## config.mk

```make
export PLATFORM = sky130hd
export DESIGN_NAME = uart_tx_ser
export DESIGN_NICKNAME = d
export VERILOG_FILES = /design/src/rtl/uart_pkg.sv /design/src/rtl/uart_tx_holdreg.sv /design/src/rtl/uart_tx_ser.sv
export SDC_FILE = /design/constraint.sdc
export NUM_CORES = 1
export LEC_CHECK = 0
export ABC_AREA = 1
export BUFFER_PORTS_ARGS = -buffer_cell sky130_fd_sc_hd__buf_2
export CAP_MARGIN = 20
export CORE_MARGIN = 4
export CORE_UTILIZATION = 49
export DETAILED_ROUTE_END_ITERATION = 10
export PLACE_DENSITY = 0.68
export SYNTH_ARGS = -nofsm -noshare
export SYNTH_HDL_FRONTEND = slang
export SYNTH_HIERARCHICAL = 1
export SYNTH_SLANG_ARGS = --single-unit
```

## constraint.sdc

```tcl
create_clock -name bdtick -period 2.9 [get_ports bdtick]
set_input_delay 0.29 -clock bdtick [delete_from_list [all_inputs] [get_ports bdtick]]
set_output_delay 0.29 -clock bdtick [all_outputs]
set_load 0.02 [all_outputs]
```

## src/rtl/uart_pkg.sv

```systemverilog
// Shared UART definitions: TX state encoding, parity modes and
// default frame geometry used by both transmitter and receiver.
package uart_pkg;

  typedef enum logic [2:0] {
    ST_IDLE   = 3'd0,
    ST_START  = 3'd1,
    ST_DATA   = 3'd2,
    ST_PARITY = 3'd3,
    ST_STOP   = 3'd4
  } tx_state_e;

  localparam int PAR_NONE = 0;
  localparam int PAR_EVEN = 1;
  localparam int PAR_ODD  = 2;

  localparam int NBITS_DEF  = 8;
  localparam int NTICKB_DEF = 16;
  localparam int NSTOP_DEF  = 32;

  function automatic int max2(input int a, input int b);
    return (a > b) ? a : b;
  endfunction

endpackage

```

## src/rtl/uart_tx_holdreg.sv

```systemverilog
// One-entry holding buffer in front of the UART serializer.
// Captures a word on accept, releases it on load.
module uart_tx_holdreg
  import uart_pkg::*;
#(
  parameter int NBITS = NBITS_DEF
) (
  input  logic             clk_i,
  input  logic             rst_i,
  input  logic             accept_i,
  input  logic             load_i,
  input  logic [NBITS-1:0] data_i,
  output logic             buf_valid_o,
  output logic [NBITS-1:0] buf_data_o,
  output logic             ready_o
);

  logic             valid_q;
  logic [NBITS-1:0] data_q;

  // accept needs an empty buffer and load a full one, so the
  // accept branch taking priority only matters for robustness
  always_ff @(posedge clk_i) begin
    if (rst_i) begin
      valid_q <= 1'b0;
      data_q  <= '0;
    end else if (accept_i) begin
      valid_q <= 1'b1;
      data_q  <= data_i;
    end else if (load_i) begin
      valid_q <= 1'b0;
    end
  end

  assign buf_valid_o = valid_q;
  assign buf_data_o  = data_q;
  assign ready_o     = !valid_q;

endmodule

```

## src/rtl/uart_tx_ser.sv

```systemverilog
// UART serializer: start bit, LSB-first data, optional parity,
// stop period; clocked by the oversampling baud tick.
module uart_tx_ser
  import uart_pkg::*;
#(
  parameter int NBITS       = NBITS_DEF,
  parameter int NTICKB      = NTICKB_DEF,
  parameter int NSTOP_TICKS = NSTOP_DEF,
  parameter int PARITY      = PAR_NONE
) (
  input  logic             bdtick,
  input  logic             tx_rst,
  input  logic             tx_start,
  input  logic [NBITS-1:0] tx_in,
  output logic             tx_ready,
  output logic             tx_busy,
  output logic             tx_done,
  output logic             tx_out
);

  localparam int SW = $clog2(max2(NTICKB, NSTOP_TICKS));
  localparam int IW = $clog2(NBITS);

  localparam logic [SW-1:0] S_BIT  = SW'(NTICKB - 1);
  localparam logic [SW-1:0] S_STOP = SW'(NSTOP_TICKS - 1);
  localparam logic [SW-1:0] S_ONE  = SW'(1);
  localparam logic [IW-1:0] I_LAST = IW'(NBITS - 1);
  localparam logic [IW-1:0] I_ONE  = IW'(1);

  if (NTICKB < 2) begin : g_chk_ntickb
    $error("uart_tx_ser: NTICKB must be >= 2");
  end
  if (NSTOP_TICKS < 1) begin : g_chk_nstop
    $error("uart_tx_ser: NSTOP_TICKS must be >= 1");
  end
  if (PARITY < 0 || PARITY > 2) begin : g_chk_par
    $error("uart_tx_ser: PARITY must be 0, 1 or 2");
  end
  if (NBITS < 5) begin : g_chk_nbits
    $error("uart_tx_ser: NBITS must be >= 5");
  end

  tx_state_e        state_q;
  logic [SW-1:0]    s_q;
  logic [IW-1:0]    i_q;
  logic [NBITS-1:0] sh_q;
  logic             par_q;
  logic             out_q;
  logic             done_q;

  logic             buf_valid;
  logic [NBITS-1:0] buf_data;
  logic             accept;
  logic             load;
  logic             stop_end;

  assign accept   = tx_start && tx_ready;
  assign stop_end = (state_q == ST_STOP) && (s_q == S_STOP);
  assign load     = buf_valid && ((state_q == ST_IDLE) || stop_end);

  uart_tx_holdreg #(
    .NBITS(NBITS)
  ) u_hold (
    .clk_i      (bdtick),
    .rst_i      (tx_rst),
    .accept_i   (accept),
    .load_i     (load),
    .data_i     (tx_in),
    .buf_valid_o(buf_valid),
    .buf_data_o (buf_data),
    .ready_o    (tx_ready)
  );

  always_ff @(posedge bdtick) begin
    if (tx_rst) begin
      state_q <= ST_IDLE;
      s_q     <= '0;
      i_q     <= '0;
      sh_q    <= '0;
      par_q   <= 1'b0;
      out_q   <= 1'b1;
      done_q  <= 1'b0;
    end else begin
      done_q <= 1'b0;
      if (load) begin
        // a load on the last stop tick still closes the old frame
        done_q  <= stop_end;
        state_q <= ST_START;
        s_q     <= '0;
        i_q     <= '0;
        sh_q    <= buf_data;
        par_q   <= (PARITY == PAR_ODD) ? ~^buf_data : ^buf_data;
        out_q   <= 1'b0;
      end else begin
        unique case (state_q)
          ST_IDLE: begin
            out_q <= 1'b1;
          end
          ST_START: begin
            if (s_q == S_BIT) begin
              s_q     <= '0;
              i_q     <= '0;
              out_q   <= sh_q[0];
              state_q <= ST_DATA;
            end else begin
              s_q <= s_q + S_ONE;
            end
          end
          ST_DATA: begin
            if (s_q == S_BIT) begin
              s_q <= '0;
              if (i_q != I_LAST) begin
                i_q   <= i_q + I_ONE;
                sh_q  <= sh_q >> 1;
                out_q <= sh_q[1];
              end else if (PARITY != PAR_NONE) begin
                out_q   <= par_q;
                state_q <= ST_PARITY;
              end else begin
                out_q   <= 1'b1;
                state_q <= ST_STOP;
              end
            end else begin
              s_q <= s_q + S_ONE;
            end
          end
          ST_PARITY: begin
            if (s_q == S_BIT) begin
              s_q     <= '0;
              out_q   <= 1'b1;
              state_q <= ST_STOP;
            end else begin
              s_q <= s_q + S_ONE;
            end
          end
          ST_STOP: begin
            if (s_q == S_STOP) begin
              s_q     <= '0;
              done_q  <= 1'b1;
              out_q   <= 1'b1;
              state_q <= ST_IDLE;
            end else begin
              s_q <= s_q + S_ONE;
            end
          end
          default: begin
            out_q   <= 1'b1;
            state_q <= ST_IDLE;
          end
        endcase
      end
    end
  end

  assign tx_busy = (state_q != ST_IDLE);
  assign tx_done = done_q;
  assign tx_out  = out_q;

endmodule

```

==> summary.txt, run 1 <==
Floorplanning
  – Die Y: approximately 64 um
  – Full die area: 0.00403 mm2
  – Initial core utilization: 52.9%
  – Die width: 63.5 um
  – Row count: 19
  – Core Region: 0.00285 mm2
  – Top-level port count: 15

Global route
  – Largest net degree at the start of global routing: 13
  – Vias in the first global route: 1298
  – Antenna violations before repair: 0
  – First-pass GRT wire length: 5510 um
  – Gr usage total: 17.1%
  – Remaining Overflow, GRT: 0

STA
  – Final period utilization: 64.9%
  – TNS Setup: 0 ps
  – Slew margin rel.: 67.4%
  – Least-Margin Pin Slew: 488 ps
  – Slew Limit Fails: 0
  – Hold slack: a little under 200 ps
  – Setup violations, final: 0
  – Setup repair after global routing missed its margin: false
  – Final Skew: between 5 and 6 ps
  – Final worst setup slack: 1020 ps
  – Max Fclk: between 0.5 and 0.6 GHz
  – Hold Vio Cnt, Final: 0
  – Post-layout min period: 1880 ps

Critical path
  – Data arrival, critical path: 2100 ps
  – Cell family with most CP delay: compound AO/OA/AOI/OAI gates
  – CP max-delay cell: o211ai_2
  – Critical Path, Cell by Cell: ha_1 -> nand3_1 -> inv_1 -> ha_1 -> o211ai_2 -> nand2_1 -> o21ai_0 -> nor2_1
  – Critical-path maximum fanout: 12
  – Most used cell, CP: ha_1
  – CP endpoint kind: flip-flop
  – Buf/Inv on CP: 1
  – Biggest cell delay along the critical path: 450 ps
  – Setup Crit Path Kind: reg -> reg
  – Crit start category: flip-flop
  – Required time of the critical path: 3120 ps

Synth
  – Main combinational cell family by area after synthesis: simple AND/OR/NAND/NOR gates
  – Sequential fraction of the synthesis area: around two fifths
  – Synth Area in XOR/XNOR: 1.16%
  – Mapped Avg Cell Area: 7.26 um2
  – Simple-gate area share of the yosys netlist: 36.3%
  – Post-synthesis mux area share: 0%
  – Area share of fa/ha/maj cells after synthesis: 4.97%
  – Seq cells post-synth: 30
  – Synth Cell Area: 0.00151 mm2
  – Synth cell types: 23
  – Yosys warns: 6
  – Post-Syn Nets: between 200 and 250
  – Compound-Gate Fraction of Synth Area: 11.1%
  – Synthesized instance count: 208

Power and ir drop
  – Clock share of power: between 30% and 40%
  – Internal Power: 583 uW
  – Leakage: between 0.8 and 0.9 nW
  – Switching share of power: 27.7%
  – Psw: 224 uW
  – Combinational power share: approximately 14%
  – Seq pwr share: 55.6%
  – Pwr/cell area: 485 mW/mm2
  – Maximum vdd drop: 0.241 mV

Routing
  – Met1 wire length: 1340 um
  – DR iter-0 viols: 86
  – Metal2 WL: 1530 um
  – Via density: 5.26
  – Top layer in use: met4
  – DRT Pass-1 Iters: 4
  – Drc violations: 0
  – Routed WL: approximately 3100 um
  – Met3 WL post-DR: 137 um
  – Wire per inst: 11.8 um
  – DR vias: 1356
  – Routed Antenna Nets: 0

Placement
  – Worst slack at placement: roughly 1000 ps
  – HPWL Detailed: 2340 um
  – RePlAce Congestion: 0.834
  – IO Port Bufs: 14

Clock tree
  – CTS root buffer: clkbuf_4
  – Postcts setup bufs: 0
  – CTS resizes: 0
  – TritonCTS clock tree: built
  – CTS Buf Count: 5
  – Sink Count: 30
  – Clock buffer depth: 2
  – Clk Latency, worst-skew pair: 320 ps
  – H-tree Lvls: 2
  – Cts hold-fix bufs: 0
  – Clk pin slew, worst setup/hold paths: 90 ps

Worst hold path
  – HP Class: in -> reg

Flow run
  – Max-capacitance violation count: 0

Layout
  – Synthesis-to-finish area growth: 10.1%
  – Layout cells sized above 1: 17.6%
  – Final #Nets: around 250
  – Diodes inserted: 0

Status
  – Status: finished clean
## routing by layer
| metal | GRT usage [%] | up-vias |
|---|---|---|
| li1 | - | 701 |
| met1 | 19.8 | 615 |
| met2 | 29.5 | 34 |
| met5 | 0 | - |
| met3 | 5.33 | 6 |
| met4 | 6.20 | 0 |
## registers in the layout (all words and copies together), names as in the netlist
signal              count
s_q                     5
tx_out                  1
u_hold/buf_data_o       8
sh_q                    8
tx_done                 1
i_q                     3
state_q                 3
u_hold/buf_valid_o      1
## worst reg2reg max path, cell delays in order, from the launching register on
cell	delay [ps]
dfxtp_1	340
ha_1	230
nand3_1	110
inv_1	70
ha_1	240
o211ai_2	450
nand2_1	130
o21ai_0	160
nor2_1	50
## placed cells by master (no fill, tap or decap)
master	instances
o211ai_2	1
clkbuf_8	1
o21ai_0	17
or2_2	1
a21oi_1	7
nor2_1	32
nand4_4	1
inv_1	21
buf_2	14
xor2_1	1
nand3_4	1
nand2_1	50
o21ai_2	1
nand4_1	1
xnor2_1	1
ha_1	6
a21oi_2	3
nor3_1	1
dfxtp_1	30
inv_2	4
nor2_4	4
nor2_8	1
nand3_1	20
clkbuf_4	5
nand2_2	3
## synthesized netlist by cell type
master     n  area share, %
a21oi_1    7            2.3
a21oi_2    3            1.7
buf_4      1           0.50
dfxtp_1   30             40
ha_1       6            5.0
inv_1     21            5.2
inv_2      4           0.99
nand2_1   50             12
nand2_2    3            1.2
nand3_1   20            6.6
nand3_4    1            1.2
nand4_1    1           0.41
nand4_4    1            1.4
nor2_1    32            8.0
nor2_4     4            3.0
nor2_8     1            1.3
nor3_1     1           0.33
o211ai_2   1           0.83
o21ai_0   17            5.6
o21ai_2    1           0.58
or2_2      1           0.41
xnor2_1    1           0.58
xor2_1     1           0.58
## final timing paths
check | endpoint | cells after the start | slack, ps | start
max | sh_q[4]$_SDFFE_PP0P_ | 8 | 1020 | s_q[0]$_SDFFE_PP0P_
min | u_hold/buf_data_o[1]$_SDFFE_PP0P_ | 3 | 190 | tx_in[1]
max reg2reg | sh_q[4]$_SDFFE_PP0P_ | 8 | 1020 | s_q[0]$_SDFFE_PP0P_
min reg2reg | sh_q[7]$_SDFFE_PP0P_ | 2 | 470 | u_hold/buf_data_o[7]$_SDFFE_PP0P_
## kinds of logic (layout without fill, tap and decap cells)
family	count (synthesis)	after routing
AO/OA/AOI/OAI	29	29
adder cells (fa/ha/maj)	6	6
buffers and inverters	26	45
AND/OR/NAND/NOR	115	115
flip-flops	30	30
XOR/XNOR	2	2
## power groups by stage
stage	registers [mW]	clock network [mW]	logic, mW
after floorplan	0.456	0	0.0852
after global placement	0.457	0	0.113
after detailed placement	0.458	0	0.116
after CTS	0.448	0.250	0.116
after global routing	0.451	0.277	0.131
final	0.448	0.243	0.115
## through the flow
stage / area (um2) / instances / total power, mW / utilization, %
CTS: 1660 / 258 / 0.814 / 58.3
floorplan: 1510 / 208 / 0.541 / -
global route: 1660 / 258 / 0.860 / 58.3
global placement: 1610 / 252 / 0.570 / 56.5
finish: 1660 / 258 / 0.806 / 58.3
detailed placement: 1610 / 252 / 0.573 / 56.5
## layout make-up
class / instances / area [um2]
Timing Repair Buffer: 14 / 70.1
Inverter: 25 / 93.8
Clock buffer: 6 / 51.3
Sequential cell: 30 / 601
Multi-Input combinational cell: 152 / 808
Fill cell: 291 / 1190
Tap cell: 31 / 38.8
Note: power is estimated with default switching activity, not from simulation.
==> inputs of run 2 (changes only) <==
PLACE_DENSITY = 0.71   (was 0.68)
clock period = 1.65 ns   (was 2.9 ns; I/O delays follow)
==> run 2 against run 1 <==
  * Clock power grew 91%
  * Via count decreased by 1.3%
  * Sequential power rose by 76%
  * Non-clock buffer count increased by 5
  * Setup slack worse by 950 ps
==> summary.txt, run 2 (synthesis results as in run 1) <==
Flow run
  – Max-capacitance violation count: 0 (unchanged)

Power and ir drop
  – Clock share of power: 31.2% (was 30.2%)
  – Psw: 425 uW (was 224 uW)
  – Switching share of power: 28.6% (was 27.7%)
  – Combinational power share: 15.7% (was 14.3%)
  – Internal Power: 1.06 mW (was 583 uW)
  – Leakage: 0.833 nW (was 0.802 nW)
  – Pwr/cell area: 825 mW/mm2 (was 485 mW/mm2)
  – Maximum vdd drop: 0.492 mV (was 0.241 mV)
  – Seq pwr share: 53.1% (was 55.6%)

Layout
  – Diodes inserted: 0 (unchanged)
  – Core Util, Final: 63.2% (was 58.3%)
  – Layout cells sized above 1: 23.9% (was 17.6%)
  – Commonest cells after routing, fill and taps aside: nand2_1, nor2_1, dfxtp_1 (unchanged)
  – Final Non-Filler Cells: 265 (was 258)
  – Synthesis-to-finish area growth: 19.4% (was 10.1%)
  – Commonest non-fill, non-tap cell in the layout: nand2_1 (unchanged)
  – Fillers: 251 (was 291)
  – Final #Nets: 250 (was 245)

Global route
  – M1 GR Usage: 21.9% (was 19.8%)
  – GR Util met2: 25.4% (was 29.5%)
  – Gr usage total: 16.6% (was 17.1%)
  – GRT busiest layer: met2 (unchanged)
  – Remaining Overflow, GRT: 0 (unchanged)
  – Vias in the first global route: 1223 (was 1298)
  – First-pass GRT wire length: 5360 um (was 5510 um)
  – Met3 usage: 4.26% (was 5.33%)
  – Largest net degree at the start of global routing: 11 (was 13)
  – Antenna violations before repair: 0 (unchanged)

STA
  – Slew Limit Fails: 0 (unchanged)
  – Post-layout min period: 1580 ps (was 1880 ps)
  – Max Fclk: 0.632 GHz (was 0.531 GHz)
  – Hold Vio Cnt, Final: 0 (unchanged)
  – Final Skew: 4.69 ps (was 5.29 ps)
  – Least-Margin Pin Slew: 315 ps (was 488 ps)
  – Setup violations, final: 0 (unchanged)
  – Final period utilization: 95.9% (was 64.9%)
  – Final worst setup slack: 68.2 ps (was 1020 ps)
  – Slew margin rel.: 78.9% (was 67.4%)

Critical path
  – Critical-path maximum fanout: 10 (was 12)
  – Setup Crit Path Kind: reg -> reg (unchanged)
  – CP endpoint kind: flip-flop (unchanged)
  – Data arrival, critical path: 1840 ps (was 2100 ps)
  – Crit start category: flip-flop (unchanged)
  – Required time of the critical path: 1910 ps (was 3120 ps)

Clock tree
  – Sink Count: 30 (unchanged)
  – CTS root buffer: clkbuf_4 (unchanged)
  – H-tree Lvls: 2 (unchanged)
  – Clk pin slew, worst setup/hold paths: 100 ps (was 90 ps)
  – Clock buffer depth: 2 (unchanged)
  – CTS Buf Count: 5 (unchanged)
  – TritonCTS clock tree: built (unchanged)
  – Clk Latency, worst-skew pair: 320 ps (about the same)
  – Cts hold-fix bufs: 0 (unchanged)

Floorplanning
  – Initial core utilization: 52.9% (unchanged)
  – Die Y: 63.5 um (unchanged)
  – Full die area: 0.00403 mm2 (unchanged)
  – Core Region: 0.00285 mm2 (unchanged)
  – Die width: 63.5 um (unchanged)
  – Row count: 19 (unchanged)
  – Top-level port count: 15 (unchanged)

Routing
  – DR vias: 1338 (was 1356)
  – DR iter-0 viols: 81 (was 86)
  – Wire per inst: 11.3 um (was 11.8 um)
  – Via density: 5.05 (was 5.26)
  – DRT Pass-1 Iters: 4 (unchanged)
  – Routed WL: 2990 um (was 3060 um)
  – Drc violations: 0 (unchanged)
  – Routed Antenna Nets: 0 (unchanged)

Status
  – Status: finished clean (unchanged)

Placement
  – IO Port Bufs: 14 (unchanged)
  – RePlAce Congestion: 0.818 (was 0.834)
  – Worst slack at placement: -23.3 ps (was 1010 ps)
  – Placed instance count: 256 (was 252)
  – HPWL Detailed: 2150 um (was 2340 um)

Worst hold path
  – HP Class: in -> reg (unchanged)
## run 2: cell count changes in the layout (fill, tap and decap cells not counted), moves of 2 or more
cell / delta
dfxtp_1: -2
a21oi_1: -2
o21ai_1: +4
buf_4: +3
ha_4: +3
o21ai_0: -4
ha_1: -3
dfxtp_2: +2
a21oi_2: +2
## run 2: stage by stage
| stage | cell area (um2) | total power [mW] | setup TNS (ps) | hold slack (ps) |
|---|---|---|---|---|
| floorplan | 1510 | 0.952 | 0 | 227 |
| global placement | 1640 | 1.01 | 0 | 386 |
| detailed placement | 1640 | 1.01 | -92.1 | 392 |
| CTS | 1750 | 1.49 | 0 | 46.0 |
| global route | 1800 | 1.57 | -10.4 | 62.6 |
| finish | 1800 | 1.49 | 0 | 55.9 |
## run 2: area by class of cell
type | instances | area [um2] | area share (%)
multi-input combinational | 152 | 881 | 48.9
sequential | 30 | 603 | 33.4
timing repair buffer | 19 | 124 | 6.87
inverter | 25 | 96.3 | 5.34
clock buffer | 7 | 55.1 | 3.05
tap | 31 | 38.8 | 2.15
clock inverter | 1 | 5.00 | 0.278
## run 2: final timing paths
kind | from | to | slack, ps | cells past startpoint
max | s_q[0]$_SDFFE_PP0P_ | state_q[1]$_SDFFE_PP0P_ | 70 | 10
min | tx_in[0] | u_hold/buf_data_o[0]$_SDFFE_PP0P_ | 60 | 3
max reg2reg | s_q[0]$_SDFFE_PP0P_ | state_q[1]$_SDFFE_PP0P_ | 70 | 10
min reg2reg | sh_q[7]$_SDFFE_PP0P_ | sh_q[7]$_SDFFE_PP0P_ | 470 | 2
## run 2: timing repair
| action | in CTS | in global routing |
|---|---|---|
| pin swaps | 3 | 3 |
| gates cloned | 0 | 0 |
| gates resized for setup | 7 | 15 |
| buffers inserted | 1 | 0 |
| setup endpoints to repair | 18 | 21 |
| hold endpoints to repair | 0 | 0 |
## run 2: worst max-delay path, cell delays in order (launching register included)
cell	delay, ps
dfxtp_2	350
ha_4	170
nand3_4	90
inv_4	50
ha_4	170
o21ai_4	140
nor2_4	60
buf_12	140
nor2_8	140
inv_2	90
a21oi_1	110
## run 2: power by group through the flow
stage               Clock, mW  Sequential [mW]  Combinational [mW]
floorplan                   0            0.802               0.150
global placement            0            0.803               0.211
detailed placement          0            0.803               0.211
CTS                     0.473            0.787               0.228
global route            0.507            0.795               0.267
finish                  0.464            0.789               0.234
## run 2: metal layers
| metal | wire, um | up-vias |
|---|---|---|
| li1 | - | 716 |
| met1 | 1460 | 593 |
| met2 | 1370 | 24 |
| met3 | 115 | 5 |
| met4 | 46 | 0 |
| met5 | 0 | - |
